==> config.mk <==
export PLATFORM = sky130hd
export DESIGN_NAME = float_to_int_conv_flat
export DESIGN_NICKNAME = d
export VERILOG_FILES = /design/src/rtl/fpu_cvt_pkg.sv /design/src/rtl/float_to_int_conv_if.sv /design/src/rtl/fcvt_round_unit.sv /design/src/rtl/float_to_int_conv.sv /design/src/flat_wrapper.sv
export SDC_FILE = /design/constraint.sdc
export NUM_CORES = 1
export LEC_CHECK = 0
export ABC_AREA = 1
export BUFFER_PORTS_ARGS = -buffer_cell sky130_fd_sc_hd__buf_2
export CAP_MARGIN = 20
export CORE_UTILIZATION = 56
export CTS_CLUSTER_DIAMETER = 200
export DETAILED_ROUTE_END_ITERATION = 7
export PLACE_DENSITY = 0.79
export SLEW_MARGIN = 30
export SYNTH_ARGS = -nofsm -noshare
export SYNTH_HDL_FRONTEND = slang
export SYNTH_SLANG_ARGS = --single-unit
==> constraint.sdc <==
create_clock -name clk -period 3.35 [get_ports clk]
set_clock_uncertainty 0.1 [all_clocks]
set_input_delay 0.335 -clock clk [delete_from_list [all_inputs] [get_ports clk]]
set_output_delay 0.335 -clock clk [all_outputs]
set_load 0.02 [all_outputs]
==> src/rtl/fpu_cvt_pkg.sv <==
// rtl/fpu_cvt_pkg.sv - shared enums, flag indices and bias helper for the float->int converter
package fpu_cvt_pkg;

    typedef enum logic [2:0] {
        RNE = 3'd0,
        RTZ = 3'd1,
        RDN = 3'd2,
        RUP = 3'd3,
        RMM = 3'd4
    } rm_e;

    typedef enum logic [2:0] {
        GET_A,
        UNPACK,
        ALIGN,
        ROUND,
        PACK,
        PUT_Z
    } cvt_state_e;

    localparam int FLAG_NV = 1;
    localparam int FLAG_NX = 0;

    function automatic int bias(input int exp_w);
        return (1 << (exp_w - 1)) - 1;
    endfunction

endpackage

==> src/rtl/float_to_int_conv_if.sv <==
// rtl/float_to_int_conv_if.sv - operand/result stb-ack handshake bundle; output_flags exists only with FCVT_FLAGS_EN
interface float_to_int_conv_if #(
    parameter int INT_W = 32,
    parameter int EXP_W = 8,
    parameter int MAN_W = 23
);
    logic [EXP_W+MAN_W:0] input_a;
    logic                 input_signed;
    logic [2:0]           input_rm;
    logic                 input_a_stb;
    logic                 input_a_ack;
    logic [INT_W-1:0]     output_z;
    logic                 output_z_stb;
    logic                 output_z_ack;
`ifdef FCVT_FLAGS_EN
    logic [1:0]           output_flags;

    modport slave (
        input  input_a, input_signed, input_rm, input_a_stb, output_z_ack,
        output input_a_ack, output_z, output_z_stb, output_flags
    );
    modport master (
        output input_a, input_signed, input_rm, input_a_stb, output_z_ack,
        input  input_a_ack, output_z, output_z_stb, output_flags
    );
`else
    modport slave (
        input  input_a, input_signed, input_rm, input_a_stb, output_z_ack,
        output input_a_ack, output_z, output_z_stb
    );
    modport master (
        output input_a, input_signed, input_rm, input_a_stb, output_z_ack,
        input  input_a_ack, output_z, output_z_stb
    );
`endif
endinterface

==> src/rtl/fcvt_round_unit.sv <==
// rtl/fcvt_round_unit.sv - decides whether the truncated magnitude is incremented for the given rounding mode
module fcvt_round_unit
    import fpu_cvt_pkg::*;
(
    input  logic       i_lsb,
    input  logic       i_guard,
    input  logic       i_sticky,
    input  logic       i_sign,
    input  logic [2:0] i_rm,
    output logic       o_inc
);

    always_comb begin
        o_inc = 1'b0;
        case (i_rm)
            RNE:     o_inc = i_guard & (i_sticky | i_lsb);
            RDN:     o_inc = i_sign & (i_guard | i_sticky);
            RUP:     o_inc = ~i_sign & (i_guard | i_sticky);
            RMM:     o_inc = i_guard;
            default: o_inc = 1'b0;
        endcase
    end

endmodule

==> src/rtl/float_to_int_conv.sv <==
// rtl/float_to_int_conv.sv - multi-cycle IEEE-754 float to signed/unsigned integer converter
// Optional {NV,NX} output_flags port under FCVT_FLAGS_EN.
module float_to_int_conv
    import fpu_cvt_pkg::*;
#(
    parameter int INT_W = 32,
    parameter int EXP_W = 8,
    parameter int MAN_W = 23
) (
    input  logic                clk,
    input  logic                rst,
    float_to_int_conv_if.slave  bus
);

    localparam int FW = INT_W + MAN_W + 2;
    localparam int EW = EXP_W + 2;
    localparam logic signed [EW-1:0] BIAS  = EW'(bias(EXP_W));
    localparam logic signed [EW-1:0] E_OVF = EW'(INT_W);
    localparam logic signed [EW-1:0] E_MIN = EW'(-2);
    localparam logic [INT_W:0]       SMAX  = {2'b00, {(INT_W-1){1'b1}}};
    localparam logic [INT_W:0]       SNEG  = {2'b01, {(INT_W-1){1'b0}}};

    cvt_state_e r_state, w_next;

    logic [EXP_W+MAN_W:0]  r_a;
    logic                  r_signed;
    logic [2:0]            r_rm;
    logic                  r_sign, r_nan, r_inf;
    logic [MAN_W:0]        r_sig;
    logic signed [EW-1:0]  r_e_unb;
    logic [INT_W-1:0]      r_mag;
    logic                  r_guard, r_sticky, r_ovf;
    logic [INT_W:0]        r_mag_rnd;
    logic [INT_W-1:0]      r_z;

    logic [EXP_W-1:0]      w_exp, w_exp_eff;
    logic [MAN_W-1:0]      w_man;
    logic                  w_exp_max, w_exp_zero;
    logic signed [EW-1:0]  w_e_unb;
    logic [EW-1:0]         w_sh;
    logic [FW-1:0]         w_frame;
    logic [INT_W-1:0]      w_int;
    logic                  w_g, w_s, w_ovf, w_inc;
    logic [INT_W:0]        w_mag_rnd;
    logic                  w_range_nv, w_nv, w_sat_neg;
    logic [INT_W-1:0]      w_sat, w_z_pack;

    always_ff @(posedge clk or negedge rst) begin
        if (!rst) r_state <= GET_A;
        else      r_state <= w_next;
    end

    always_comb begin
        w_next = r_state;
        case (r_state)
            GET_A:   if (bus.input_a_stb) w_next = UNPACK;
            UNPACK:  w_next = ALIGN;
            ALIGN:   w_next = ROUND;
            ROUND:   w_next = PACK;
            PACK:    w_next = PUT_Z;
            PUT_Z:   if (bus.output_z_ack) w_next = GET_A;
            default: w_next = GET_A;
        endcase
    end

    // Subnormals share the minimum normal exponent; their hidden bit is cleared instead.
    assign w_exp      = r_a[EXP_W+MAN_W-1:MAN_W];
    assign w_man      = r_a[MAN_W-1:0];
    assign w_exp_max  = &w_exp;
    assign w_exp_zero = ~|w_exp;
    assign w_exp_eff  = w_exp_zero ? EXP_W'(1) : w_exp;
    assign w_e_unb    = $signed({2'b00, w_exp_eff}) - BIAS;

    // Frame holds the integer part above a guard bit and MAN_W+1 sticky bits.
    always_comb begin
        w_frame = '0;
        w_int   = '0;
        w_g     = 1'b0;
        w_s     = 1'b0;
        w_ovf   = 1'b0;
        w_sh    = r_e_unb - E_MIN;
        if (r_nan || r_inf || (r_e_unb >= E_OVF)) begin
            w_ovf = 1'b1;
        end else if (r_e_unb < E_MIN) begin
            w_s = |r_sig;
        end else begin
            w_frame = FW'(r_sig) << w_sh;
            w_int   = w_frame[FW-1:MAN_W+2];
            w_g     = w_frame[MAN_W+1];
            w_s     = |w_frame[MAN_W:0];
        end
    end

    fcvt_round_unit u_round (
        .i_lsb    (r_mag[0]),
        .i_guard  (r_guard),
        .i_sticky (r_sticky),
        .i_sign   (r_sign),
        .i_rm     (r_rm),
        .o_inc    (w_inc)
    );

    assign w_mag_rnd = {1'b0, r_mag} + (INT_W+1)'(w_inc);

    always_comb begin
        w_range_nv = 1'b0;
        if (r_signed) w_range_nv = r_sign ? (r_mag_rnd > SNEG) : (r_mag_rnd > SMAX);
        else          w_range_nv = r_sign ? (r_mag_rnd != '0) : r_mag_rnd[INT_W];
        w_nv      = r_ovf | w_range_nv;
        w_sat_neg = r_sign & ~r_nan;
        if (r_signed) w_sat = w_sat_neg ? {1'b1, {(INT_W-1){1'b0}}} : {1'b0, {(INT_W-1){1'b1}}};
        else          w_sat = w_sat_neg ? '0 : '1;
        w_z_pack = w_nv ? w_sat : (r_sign ? -r_mag_rnd[INT_W-1:0] : r_mag_rnd[INT_W-1:0]);
    end

    always_ff @(posedge clk or negedge rst) begin
        if (!rst) begin
            r_a <= '0; r_signed <= 1'b0; r_rm <= '0;
            r_sign <= 1'b0; r_nan <= 1'b0; r_inf <= 1'b0; r_sig <= '0; r_e_unb <= '0;
            r_mag <= '0; r_guard <= 1'b0; r_sticky <= 1'b0; r_ovf <= 1'b0;
            r_mag_rnd <= '0; r_z <= '0;
        end else begin
            case (r_state)
                GET_A: if (bus.input_a_stb) begin
                    r_a      <= bus.input_a;
                    r_signed <= bus.input_signed;
                    r_rm     <= bus.input_rm;
                end
                UNPACK: begin
                    r_sign  <= r_a[EXP_W+MAN_W];
                    r_sig   <= {~w_exp_zero, w_man};
                    r_e_unb <= w_e_unb;
                    r_nan   <= w_exp_max & (|w_man);
                    r_inf   <= w_exp_max & ~(|w_man);
                end
                ALIGN: begin
                    r_mag    <= w_int;
                    r_guard  <= w_g;
                    r_sticky <= w_s;
                    r_ovf    <= w_ovf;
                end
                ROUND:   r_mag_rnd <= w_mag_rnd;
                PACK:    r_z <= w_z_pack;
                default: ;
            endcase
        end
    end

    assign bus.input_a_ack  = (r_state == GET_A);
    assign bus.output_z_stb = (r_state == PUT_Z);
    assign bus.output_z     = r_z;

`ifdef FCVT_FLAGS_EN
    logic       r_inexact;
    logic [1:0] r_flags, w_flags;

    always_comb begin
        w_flags          = '0;
        w_flags[FLAG_NV] = w_nv;
        w_flags[FLAG_NX] = r_inexact & ~w_nv;
    end

    always_ff @(posedge clk or negedge rst) begin
        if (!rst) begin
            r_inexact <= 1'b0;
            r_flags   <= '0;
        end else begin
            if (r_state == ROUND) r_inexact <= r_guard | r_sticky;
            if (r_state == PACK)  r_flags   <= w_flags;
        end
    end

    assign bus.output_flags = r_flags;
`endif

endmodule

==> src/flat_wrapper.sv <==
// flat-port wrapper written by rule: the top's interface ports become plain ports
module float_to_int_conv_flat import fpu_cvt_pkg::*;
#(
    parameter int INT_W = 32,
    parameter int EXP_W = 8,
    parameter int MAN_W = 23
)
  (clk, rst, bus_input_a, bus_input_signed, bus_input_rm, bus_input_a_stb, bus_output_z_ack, bus_input_a_ack, bus_output_z, bus_output_z_stb);
  float_to_int_conv_if #(.INT_W(INT_W), .EXP_W(EXP_W), .MAN_W(MAN_W)) bus_i ();
  input  logic clk;
  input  logic rst;
  input wire logic [$bits(bus_i.input_a)-1:0] bus_input_a;
  input wire logic [$bits(bus_i.input_signed)-1:0] bus_input_signed;
  input wire logic [$bits(bus_i.input_rm)-1:0] bus_input_rm;
  input wire logic [$bits(bus_i.input_a_stb)-1:0] bus_input_a_stb;
  input wire logic [$bits(bus_i.output_z_ack)-1:0] bus_output_z_ack;
  output wire logic [$bits(bus_i.input_a_ack)-1:0] bus_input_a_ack;
  output wire logic [$bits(bus_i.output_z)-1:0] bus_output_z;
  output wire logic [$bits(bus_i.output_z_stb)-1:0] bus_output_z_stb;
  assign bus_i.input_a = bus_input_a;
  assign bus_i.input_signed = bus_input_signed;
  assign bus_i.input_rm = bus_input_rm;
  assign bus_i.input_a_stb = bus_input_a_stb;
  assign bus_i.output_z_ack = bus_output_z_ack;
  assign bus_input_a_ack = bus_i.input_a_ack;
  assign bus_output_z = bus_i.output_z;
  assign bus_output_z_stb = bus_i.output_z_stb;
  float_to_int_conv #(.INT_W(INT_W), .EXP_W(EXP_W), .MAN_W(MAN_W)) u_core (.clk(clk), .rst(rst), .bus(bus_i));
endmodule
; ---- Word-level counts from Yosys, hierarchy flattened
; Index checks and enable logic that the tools add are counted.
[totals]
elab_cells = 78
register_bits = 176
in_bits = 40
[op_classes]
n_reduce_logical = 12
muxes = 20
order_cmp = 4
eq_ne = 10
shift = 1
addsub = 4
bitwise = 12
[op_table]
columns = operator, n
row1 = 2-to-1 mux 32 bit, 7
row2 = left shift 24 x 10 -> 57 bit, 1
row3 = OR reduction 24 bit, 2
row4 = adder 32 x 1 -> 33 bit, 1
row5 = greater-than comparator 33 x 31 -> 1 bit (second input constant), 1
row6 = greater-than comparator 33 x 32 -> 1 bit (second input constant), 1
row7 = nonzero test 33 bit, 1
row8 = negation 32 bit, 1
row9 = OR reduction 23 bit, 1
row10 = case mux 3 bit (6 select lines), 1
row11 = == test 3 x 2 -> 1 bit (second input constant), 4
row12 = greater-or-equal comparator 10 x 7 -> 1 bit (second input constant), 1
row13 = less-than comparator 10 x 2 -> 1 bit (second input constant), 1
row14 = subtractor 10 x 2 -> 10 bit (second input constant), 1
row15 = == test 3 bit (second input constant), 3
row16 = subtractor 8 x 7 -> 9 bit (second input constant), 1
row17 = 2-to-1 mux 1 bit, 8
row18 = 2-to-1 mux 8 bit, 1
row19 = AND reduction 8 bit, 1
row20 = OR reduction 8 bit, 1
row21 = AND 1 bit, 6
row22 = zero test 3 bit, 2
row23 = 2-to-1 mux 3 bit, 2
row24 = != test 2 bit (second input constant), 2
row25 = other kinds (6), 12

; ---- Depth between registers and ports, before layout
[logic_depth]
word_depth = 5
depth_mapped = 24
depth_no_buf = 23

; ---- Cells and area by module
; A second synthesis with hierarchy kept.
[unflattened]
hier_cells = 1437
area_unflattened_um2 = 10702.8
[modules_own_cells]
columns = module, seq_area_each_um2, area_per_inst_um2, cells_per_inst, n_inst
row1 = float_to_int_conv, 4379.2, 10635.2, 1419, 1
row2 = fcvt_round_unit, 0.0, 67.6, 18, 1

; ---- Worst setup path after synthesis
; No wires, ideal clock.
[synth_path]
path_kind = register -> register
from = register u_core.r_sign
to = register u_core.r_mag_rnd[22]
arrival_time_ns = 3.144
synth_period_minus_slack_ns = 3.361
stages_incl_launch_ff = 22
path_slack_ns = -0.011
path_cell_list = dfrtp_1 clkbuf_1 clkbuf_1 xor2_1 o2111ai_1 o41ai_1 ha_1 ha_1 nand4_1 nor2_1 nand2_1 nor2_2 nand3_1 nor2_1 nand3_1 nor3_2 nand3_1 nor2_1 nand3_1 xor2_1 nand2_1 nand2_1
[synth_between]
elab_chain_cells = 4
[synth_lines]
columns = element, line_no
row1 = from (decl), float_to_int_conv.sv:28  ; logic r_sign, r_nan, r_inf;
row2 = from (signal assigned), float_to_int_conv.sv:130  ; r_sign <= r_a[EXP_W+MAN_W];
row3 = inverter 1 bit, fcvt_round_unit.sv:18  ; RUP: o_inc = ~i_sign & (i_guard | i_sticky);
row4 = AND 1 bit, fcvt_round_unit.sv:18
row5 = case mux 1 bit (4 select lines) (*), fcvt_round_unit.sv:15  ; case (i_rm)
row6 = adder 32 x 1 -> 33 bit (*), float_to_int_conv.sv:103  ; assign w_mag_rnd = {1'b0, r_mag} + (INT_W+1)'(w_inc);
row7 = to (signal assigned), float_to_int_conv.sv:142  ; ROUND: r_mag_rnd <= w_mag_rnd;
row8 = to (decl), float_to_int_conv.sv:33  ; logic [INT_W:0] r_mag_rnd;
; Every way passes the cells marked *; elsewhere a longest branch is shown, timed or not.
; A chain may end at the register's enable or synchronous reset.

; ---- Worst setup path in the final report
[layout_path]
from = register u_core.r_rm[0]
to = register u_core.r_mag_rnd[22]
[layout_between]
elab_chain_cells = 3
[layout_lines]
columns = element, line_no
row1 = from (decl), float_to_int_conv.sv:27  ; logic [2:0] r_rm;
row2 = from (signal assigned), float_to_int_conv.sv:127  ; r_rm <= bus.input_rm;
row3 = "== test 3 bit, or another cell as far along", fcvt_round_unit.sv:15
row4 = case mux 1 bit (4 select lines) (*), fcvt_round_unit.sv:15
row5 = adder 32 x 1 -> 33 bit (*), float_to_int_conv.sv:103
; Marks and branches as above.

==> qor.txt <==
Synth cell types: 51
Met1 Track Usage GR: 36.8%
Clock root buffer master: clkbuf_16
Overall Power: 14,800 uW
1st-iter DRT viols: 802
DP HPWL: 21.5 mm
Reg2reg path depth: 19
Post-route antenna net violation count: 0
Hold WC Path Type: in2reg
DRC viols: 0
GR Layer Usage met3: 4.82%
Routability Congestion: 1.03
Crit path max-delay family: simple AND/OR/NAND/NOR gates
Largest net degree at the start of global routing: 93
Worst slew margin: 42.7%
CTS sink count: 175
Worst path slowest cell: dfrtp_1
ANT cells: 0
Crit path buf inv count: 0
Main synth FF type: dfrtp_1
Fin nets: 1,577
FF-to-FF End: u_core.r_mag_rnd[22]
Starting density of the core: 57.5%
CTS Buffer Depth: 2
VDD IR max: 0.569 mV
Met2 global-route usage: 53.6%
Number of synthesized flops with an enable pin: 0
Number of antenna violations at the first check in global routing: 0
CTS tree: built
Top achievable clock speed: 316 MHz
Worst path max stage delay: 0.41 ns
Wire per inst: 16.4 um
Vias in the first global route: 9,857
CP Data Required Time: 3.58 ns
Die area: 0.0198 sq mm
Seq/Total Area, Yosys: 40.6%
Status: complete, no violations
RR Startpoint: u_core.r_rm[0]
Syn Inst Count: 1,481
Hold Violations, Final: 0
Post-Syn Area per Cell: 7.28 sq um
Site row count: 50
First-pass GRT wire length: 48.2 mm
Hold_ws: 0.0129 ns
CORE AREA: 0.0188 sq mm
Die width: 141 um
Share of cells above drive strength 1: 13.5%
Routed WL: 29.1 mm
Worst hold path cell count: 2
Pins Over Slew Limit: 0
Layout area overhead: 12.0%
CP endpoint kind: flop
Mapped cell area: 0.0108 sq mm
Top-Level Pins: 74
Mapped Nets: 1,528
Power density cells: 1220 mW/mm^2
Final worst-path cycle share: 94.3%
CP Max Fanout: 4
Vias per cell: 5.79
CTS clk-pin slew, worst paths: 0.08 ns
Via count: 10,300
PortBufs: 73
DRT Pass-1 Iters: 8
H-tree depth: 4
R2R setup slack: 0.19 ns
Ys async rst share: 100%
Most used routing layer: met2
Hold_sp: bus_input_a[1]
Fin crit period: 3.16 ns
Crit start category: flop
Crit Path Class: reg2reg
Total GRT Usage: 30.8%
Synthesis-stage register bit count: 175
Pleak: 0.00586 uW
Hold Path Sink: u_core.r_a[1]
Inserted Clock Buffers: 17
Final Setup Violations: 0
CP cell instances: xor2_1 > o2111ai_1 > o41ai_2 > ha_2 > ha_4 > nand4_1 > nor2_2 > nand2_1 > nor2_2 > nand3_2 > nor2_4 > nand3_2 > nor3_4 > nand3_1 > nor2_2 > nand3_1 > xor2_1 > nand2_1 > nand2_1
Number of max-cap violations: 0
Syn. warnings: 0
Clk_lat worst skew: 0.45 ns
Grt total ovfl: 0
Die height: 141 um
WP depth: 19
CP arrival: 3.39 ns
Slew @ Worst Pin: 0.854 ns
-- cells in the mapped netlist, types with 6 or more instances --
library cell | instances | share of area (%)
inv_2 | 6 | 0.21
mux2_2 | 12 | 1.3
buf_4 | 6 | 0.42
nand4_1 | 66 | 3.8
o221ai_1 | 11 | 0.89
dfrtp_1 | 175 | 41
nor2_1 | 104 | 3.6
xnor2_1 | 12 | 0.97
a31oi_1 | 10 | 0.58
nand3_1 | 211 | 9.8
clkbuf_1 | 50 | 1.7
o21ai_0 | 98 | 4.5
nor3_1 | 20 | 0.93
o21ai_1 | 8 | 0.37
a21oi_1 | 42 | 1.9
xor2_1 | 38 | 3.1
buf_1 | 13 | 0.45
inv_1 | 120 | 4.2
nor4_1 | 12 | 0.70
ha_1 | 7 | 0.81
nand2_1 | 390 | 14
-- power breakdown --
group          leakage (uW)  internal (uW)  switching, uW
Sequential          0.00220           3050            913
Combinational       0.00336           2830           5960
Clock              0.000298           1020           1000
Total               0.00586           6900           7870
-- how the worst max path moves through the flow --
stage | start | to | slack (ns)
final | u_core.r_rm[0] | u_core.r_mag_rnd[22] | 0.19
after global routing | u_core.r_rm[0] | u_core.r_mag_rnd[22] | -0.04
after CTS | u_core.r_rm[1] | u_core.r_mag_rnd[22] | 0.11
after detailed placement | u_core.r_rm[1] | u_core.r_mag_rnd[22] | 0.11
after global placement | u_core.r_rm[0] | u_core.r_mag_rnd[22] | 0.20
after floorplan | u_core.r_sign | u_core.r_mag_rnd[22] | 0.06
-- repair_timing --
| action | 4_1_cts | 5_1_grt |
|---|---|---|
| setup buffers | 0 | 6 |
| hold buffers | 1 | 0 |
| resized for setup | 0 | 18 |
| endpoints found under the setup margin | 0 | 10 |
| hold endpoints to repair | 89 | 0 |
-- state kept, by name, summed over array words and instances, names as in the netlist --
name,count
u_core.r_nan,1
u_core.r_mag_rnd,33
u_core.bus.output_z,32
u_core.r_a,32
u_core.r_sign,1
u_core.r_inf,1
u_core.r_sticky,1
u_core.r_guard,1
u_core.r_signed,1
u_core.r_rm,3
u_core.r_sig,24
u_core.r_ovf,1
u_core.r_mag,32
u_core.r_state,3
u_core.r_e_unb,9
-- cells in the final DEF (no fill, tap or decap), drive strengths merged, types with 2 or more instances in the layout --
| master | Yosys | routed |
|---|---|---|
| nand2 | 396 | 396 |
| a32o | 2 | 2 |
| ha | 7 | 7 |
| or2 | 2 | 2 |
| inv | 127 | 130 |
| clkinv | 2 | 15 |
| o31ai | 5 | 5 |
| nor4 | 12 | 12 |
| buf | 28 | 106 |
| o21ai | 109 | 109 |
| o221ai | 11 | 11 |
| dfrtp | 175 | 175 |
| xnor2 | 12 | 12 |
| nand4 | 67 | 67 |
| nor3 | 24 | 24 |
| a31o | 2 | 2 |
| a31oi | 10 | 10 |
| o22ai | 4 | 4 |
| o211ai | 5 | 5 |
| mux2 | 12 | 12 |
| nand3 | 215 | 215 |
| xor2 | 38 | 38 |
| clkbuf | 50 | 17 |
| nor2 | 114 | 114 |
| a21oi | 43 | 43 |
-- through the flow --
| stage | util, % | setup TNS, ns | worst slack, ns | area [sq um] | std cells |
|---|---|---|---|---|---|
| 2_1_floorplan | - | 0 | 0.0649 | 10800 | 1481 |
| 5_1_grt | 64.4 | -0.0471 | -0.0405 | 12100 | 1777 |
| 3_5_place_dp | 60.4 | 0 | 0.109 | 11300 | 1737 |
| 3_3_place_gp | 60.4 | 0 | 0.198 | 11300 | 1737 |
| 6_report | 64.4 | 0 | 0.190 | 12100 | 1777 |
| 4_1_cts | 63.7 | 0 | 0.113 | 12000 | 1770 |
-- layer usage --
metal  vias up  part of all wire [%]
met4         0                   4.9
met3        96                   4.3
met2       373                    49
met1      4755                    41
li1       5069                     -
met5         -                     0
-- final cells by class --
cell class | instances | area, sq um
Clock buffer | 17 | 425
Inverter | 129 | 492
Timing Repair Buffer | 107 | 633
Sequential cell | 175 | 4380
Clock inverter | 15 | 191
Tap cell | 234 | 293
Multi-Input combinational cell | 1099 | 5660
Fill cell | 1672 | 6690
Timing Repair inverter | 1 | 5.00
-- cells by family (layout without fill, tap and decap cells) --
family | after synthesis | in the layout | share of synthesized area (%)
AOI/OAI and AO/OA | 196 | 196 | 10.5
DFF | 175 | 175 | 40.6
xor gates and xnor gates | 50 | 50 | 4.06
adders and majority gates | 7 | 7 | 0.812
muxes | 12 | 12 | 1.25
and+or+nand+nor | 834 | 834 | 35.0
buffers and inverters | 207 | 269 | 7.77
-- worst reg2reg max path, stage by stage, from the launching register on --
cell and delay, ns:
dfrtp_1 0.41, xor2_1 0.16, o2111ai_1 0.13, o41ai_2 0.07, ha_2 0.27, ha_4 0.15, nand4_1 0.13, nor2_2 0.15
nand2_1 0.11, nor2_2 0.17, nand3_2 0.14, nor2_4 0.16, nand3_2 0.11, nor3_4 0.21, nand3_1 0.11, nor2_2 0.12
nand3_1 0.09, xor2_1 0.15, nand2_1 0.06, nand2_1 0.05
(Power assumes the default switching activity.)
